==> src/rtl/memory_rw.sv <==
// Single-port synchronous RAM (DEPTH x WIDTH) behind a valid/ready handshake with registered read data.
// Define MEMORY_RW_WAIT_STATE_EN to insert one wait state per request (ready_o pulses once per transfer).
module memory_rw #(
    parameter int WIDTH      = 16,
    parameter int DEPTH      = 16,
    parameter int ADDR_WIDTH = 4
) (
    input  logic                  clk_i,
    input  logic                  rst_i,
    input  logic [ADDR_WIDTH-1:0] addr_i,
    input  logic [WIDTH-1:0]      wdata_i,
    output logic [WIDTH-1:0]      rdata_o,
    input  logic                  wr_rd_i,
    input  logic                  valid_i,
    output logic                  ready_o
);

    logic [WIDTH-1:0] mem_q [DEPTH];
    logic [WIDTH-1:0] rdata_q, rdata_d;
    logic             accept;
    logic             in_range;

`ifdef MEMORY_RW_WAIT_STATE_EN
    // state | meaning
    // IDLE  | ready_o low; a valid request moves to ACK
    // ACK   | ready_o high; the request executes on the next edge
    typedef enum logic {IDLE = 1'b0, ACK = 1'b1} state_t;
    state_t state_q, state_d;

    always_ff @(posedge clk_i or negedge rst_i) begin
        if (!rst_i) state_q <= IDLE;
        else        state_q <= state_d;
    end

    always_comb begin
        state_d = state_q;
        case (state_q)
            IDLE:    if (valid_i) state_d = ACK;
            ACK:     state_d = IDLE;
            default: state_d = IDLE;
        endcase
    end

    assign ready_o = (state_q == ACK);
`else
    logic ready_q;

    always_ff @(posedge clk_i or negedge rst_i) begin
        if (!rst_i) ready_q <= 1'b0;
        else        ready_q <= 1'b1;
    end

    assign ready_o = ready_q;
`endif

    assign accept   = valid_i & ready_o;
    // Only reachable when DEPTH is not a power of two.
    assign in_range = 32'(addr_i) < 32'(DEPTH);

    always_comb begin
        rdata_d = rdata_q;
        if (accept && !wr_rd_i) rdata_d = in_range ? mem_q[addr_i] : '0;
    end

    always_ff @(posedge clk_i or negedge rst_i) begin
        if (!rst_i) begin
            for (int i = 0; i < DEPTH; i++) mem_q[i] <= '0;
            rdata_q <= '0;
        end else begin
            if (accept && wr_rd_i && in_range) mem_q[addr_i] <= wdata_i;
            rdata_q <= rdata_d;
        end
    end

    assign rdata_o = rdata_q;

endmodule

==> config.mk <==
export PLATFORM = sky130hd
export DESIGN_NAME = memory_rw
export DESIGN_NICKNAME = d
export VERILOG_FILES = /design/src/rtl/memory_rw.sv
export SDC_FILE = /design/constraint.sdc
export NUM_CORES = 1
export LEC_CHECK = 0
export CAP_MARGIN = 20
export CORE_UTILIZATION = 30
export DETAILED_ROUTE_END_ITERATION = 7
export HOLD_SLACK_MARGIN = 0.15
export PLACE_DENSITY = 0.41
export SYNTH_ARGS = -nofsm -noshare
export SYNTH_HDL_FRONTEND = slang
export SYNTH_SLANG_ARGS = --single-unit
==> constraint.sdc <==
create_clock -name clk_i -period 2.1 [get_ports clk_i]
set_input_delay 0.63 -clock clk_i [delete_from_list [all_inputs] [get_ports clk_i]]
set_output_delay 0.63 -clock clk_i [all_outputs]
set_load 0.005 [all_outputs]
==> flow_metrics.py <==
metrics = {
    "hold_path": {
        "hp-class": "reg2reg",
    },
    "worst_setup_path": {
        "cp_max_fo": 3,
        "critical-path-top-delay-family": "buffers and inverters",
        "crit_buf_inv": 1,
        "setup.worst_path.end_class": "primary output",
        "path_cells": "clkdlybuf4s50_1",
        "crit_path_top_delay_cell": "clkdlybuf4s50_1",
        "startpoint_type": "register",
        "worstPathArrival_ns": 1.42,
        "critPathKind": "reg2out",
        "slowest_delay_ns": 0.53,
        "required_ns": 1.47,
    },
    "logic_synthesis": {
        "syn_area_sq_mm": 0.0123,
        "ys_async_sr_fraction_pct": 100,
        "synth-seq-cells": 273,
        "ys_seq_area_share_pct": 55.5,
        "synthCells": 820,
        "yosys_warnings": 0,
        "synth_top_flop_cell": "dfrtp_1",
        "syn_area_per_cell_sq_um": 15.0,
        "synth_edf_count": 0,
        "synthDistinctLibCells": 29,
        "syn_nets": 844,
    },
    "drt": {
        "final_antenna_net_count": 0,
        "via_per_inst": 4.94,
        "drt-pass1-iter-count": 4,
        "routedWlPerCell_um": 21.9,
        "routed-via-count": 7341,
        "wl_um": 32600,
        "drc_errors": 0,
        "dr.first_iter.drc_count": 315,
    },
    "clock_tree": {
        "cts_buffer_depth": 3,
        "cts_tree": "done",
        "clock_latency_ns": 0.51,
        "clock_sinks": 273,
        "cts-buffers-inserted": 34,
        "path_clk_slew_ns": 0.05,
        "htree_levels": 2,
        "cts-root-buf": "clkbuf_16",
    },
    "global_route": {
        "antenna_found_initial": 0,
        "grt_start_max_net_pins": 59,
        "grt_usage_pct": 16.2,
        "grt_pass1_vias": 8317,
        "grt_pass1_wl_um": 50900,
        "grt_remaining_overflow": 0,
    },
    "final_layout": {
        "final_area_sq_mm": 0.0153,
        "drive_above_1_share_pct": 46.9,
        "area_delta_synth_final_pct": 24.5,
        "fin_util_pct": 38.2,
        "diodes": 0,
        "fin_nets": 963,
    },
    "die": {
        "die_w_um": 205,
        "die_height_um": 205,
        "dieArea_sq_mm": 0.0419,
        "coreArea_sq_mm": 0.0401,
        "io_pins": 41,
        "initial_core_util_pct": 30.7,
        "rows": 73,
    },
    "timing": {
        "slew_violations": 0,
        "setup-violations-final": 0,
        "finClkSkew_ns": 0.0103,
        "timing.hold.ws_ns": 0.482,
        "setup_ws_ns": 0.0475,
        "min_period_ns": 2.05,
        "finalHoldViolCount": 0,
        "max_freq_ghz": 0.487,
        "fin_crit_sh_pct": 97.7,
    },
    "placed_design": {
        "place.gp.congestion": 0.744,
        "dp_hpwl_um": 21100,
        "post-place-ws_ns": -0.587,
        "place_area_sq_mm": 0.0142,
        "io_buffers": 40,
    },
    "status": {
        "status": "complete, no violations",
    },
    "pwr": {
        "ir_drop_uv": 503,
        "cellPowerDensity_mw_per_mm2": 892,
        "power_mw": 13.7,
        "p_leak_nw": 7.12,
    },
    "run": {
        "cap_viol_max_count": 0,
    },
}
[per-layer routing]
layer / global-route usage [%] / vias to the layer above / share of wire [%]
met3: 2.83 / 49 / 3.4
met1: 21.7 / 3917 / 46
met4: 4.34 / 0 / 2.2
met5: 0 / - / 0
li1: - / 3271 / -
met2: 26.9 / 104 / 48
[layout by cell type (no fill, tap or decap), types with 17 or more instances in the layout]
master           netlist  layout
buf_12                 0      27
clkdlybuf4s50_1        0      31
dfrtp_1              273     273
mux2_2               246     237
clkbuf_16              0      38
o21ai_0               32      32
mux4_2                32      32
nor2_1                18      17
buf_4                  9      78
mux2i_1               80      80
[synth_stat cells, types with 5 or more instances]
master    instances  share of area, %
nor2_1           18              0.55
buf_2            25               1.0
mux2_2          246                22
o32a_1           16               1.3
mux2i_1          80               6.5
nand2_1           9              0.27
dfrtp_1         273                55
clkbuf_1         23              0.70
buf_4             9              0.55
o21ai_0          32               1.3
o22a_1           16               1.1
mux4_2           32               5.9
mux2_1           10              0.91
buf_1             5              0.15
nor2_4            5              0.46
[what timing repair did]
action / CTS / global route
hold endpoints to repair: 43 / 0
cloned: 0 / 1
hold buffers: 1 / 0
setup buffers: 2 / 1
resized for setup: 4 / 4
endpoints found under the setup margin: 62 / 26
pin swaps: 0 / 2
[worst paths after layout]
kind / from / endpoint / slack [ns] / cells after the start
setup / recovery: ready_o$_DFF_PN0_ / ready_o / 0.05 / 1
hold / removal: mem_q[216]$_DFFE_PN0P_ / mem_q[216]$_DFFE_PN0P_ / 0.48 / 1
setup reg to reg: ready_o$_DFF_PN0_ / mem_q[18]$_DFFE_PN0P_ / 0.13 / 6
hold reg to reg: mem_q[216]$_DFFE_PN0P_ / mem_q[216]$_DFFE_PN0P_ / 0.48 / 1
max in group asynchronous: rst_i / mem_q[25]$_DFFE_PN0P_ / 0.74 / 3
min in group asynchronous: rst_i / mem_q[217]$_DFFE_PN0P_ / 0.64 / 2
[flip-flops by register name, indices dropped and copies added, names as in the netlist]
| signal | cells |
|---|---|
| rdata_o | 16 |
| ready_o | 1 |
| mem_q | 256 |
[power breakdown]
part	switching, mW	internal (mW)	total (mW)
sequential	0.357	5.96	6.32
combinational	0.738	1.08	1.82
clock	2.17	3.37	5.54
[logic make-up after synthesis]
group | count (synthesis) | synth area share [%]
AOI/OAI and AO/OA | 64 | 3.74
muxes | 368 | 35.8
and+or+nand+nor | 49 | 2.44
DFF | 273 | 55.5
buffers and inverters | 65 | 2.57
other | 1 | 0.0304
[per-stage QoR]
step	setup TNS (ns)	cells
CTS	0	1483
global placement	-103.73	1423
detailed placement	-114.67	1423
finish	0	1485
floorplan	-1.14	820
global route	-0.00973	1485
[layout make-up]
cell class / instances / area (sq um)
Clock buffer: 54 / 1040
Clock inverter: 3 / 15.0
Fill cell: 3764 / 24800
Inverter: 2 / 7.51
Multi-Input combinational cell: 482 / 5230
Sequential cell: 273 / 6830
Tap cell: 525 / 657
Timing Repair Buffer: 146 / 1560
No activity file was read; power rests on OpenSTA's default activity.
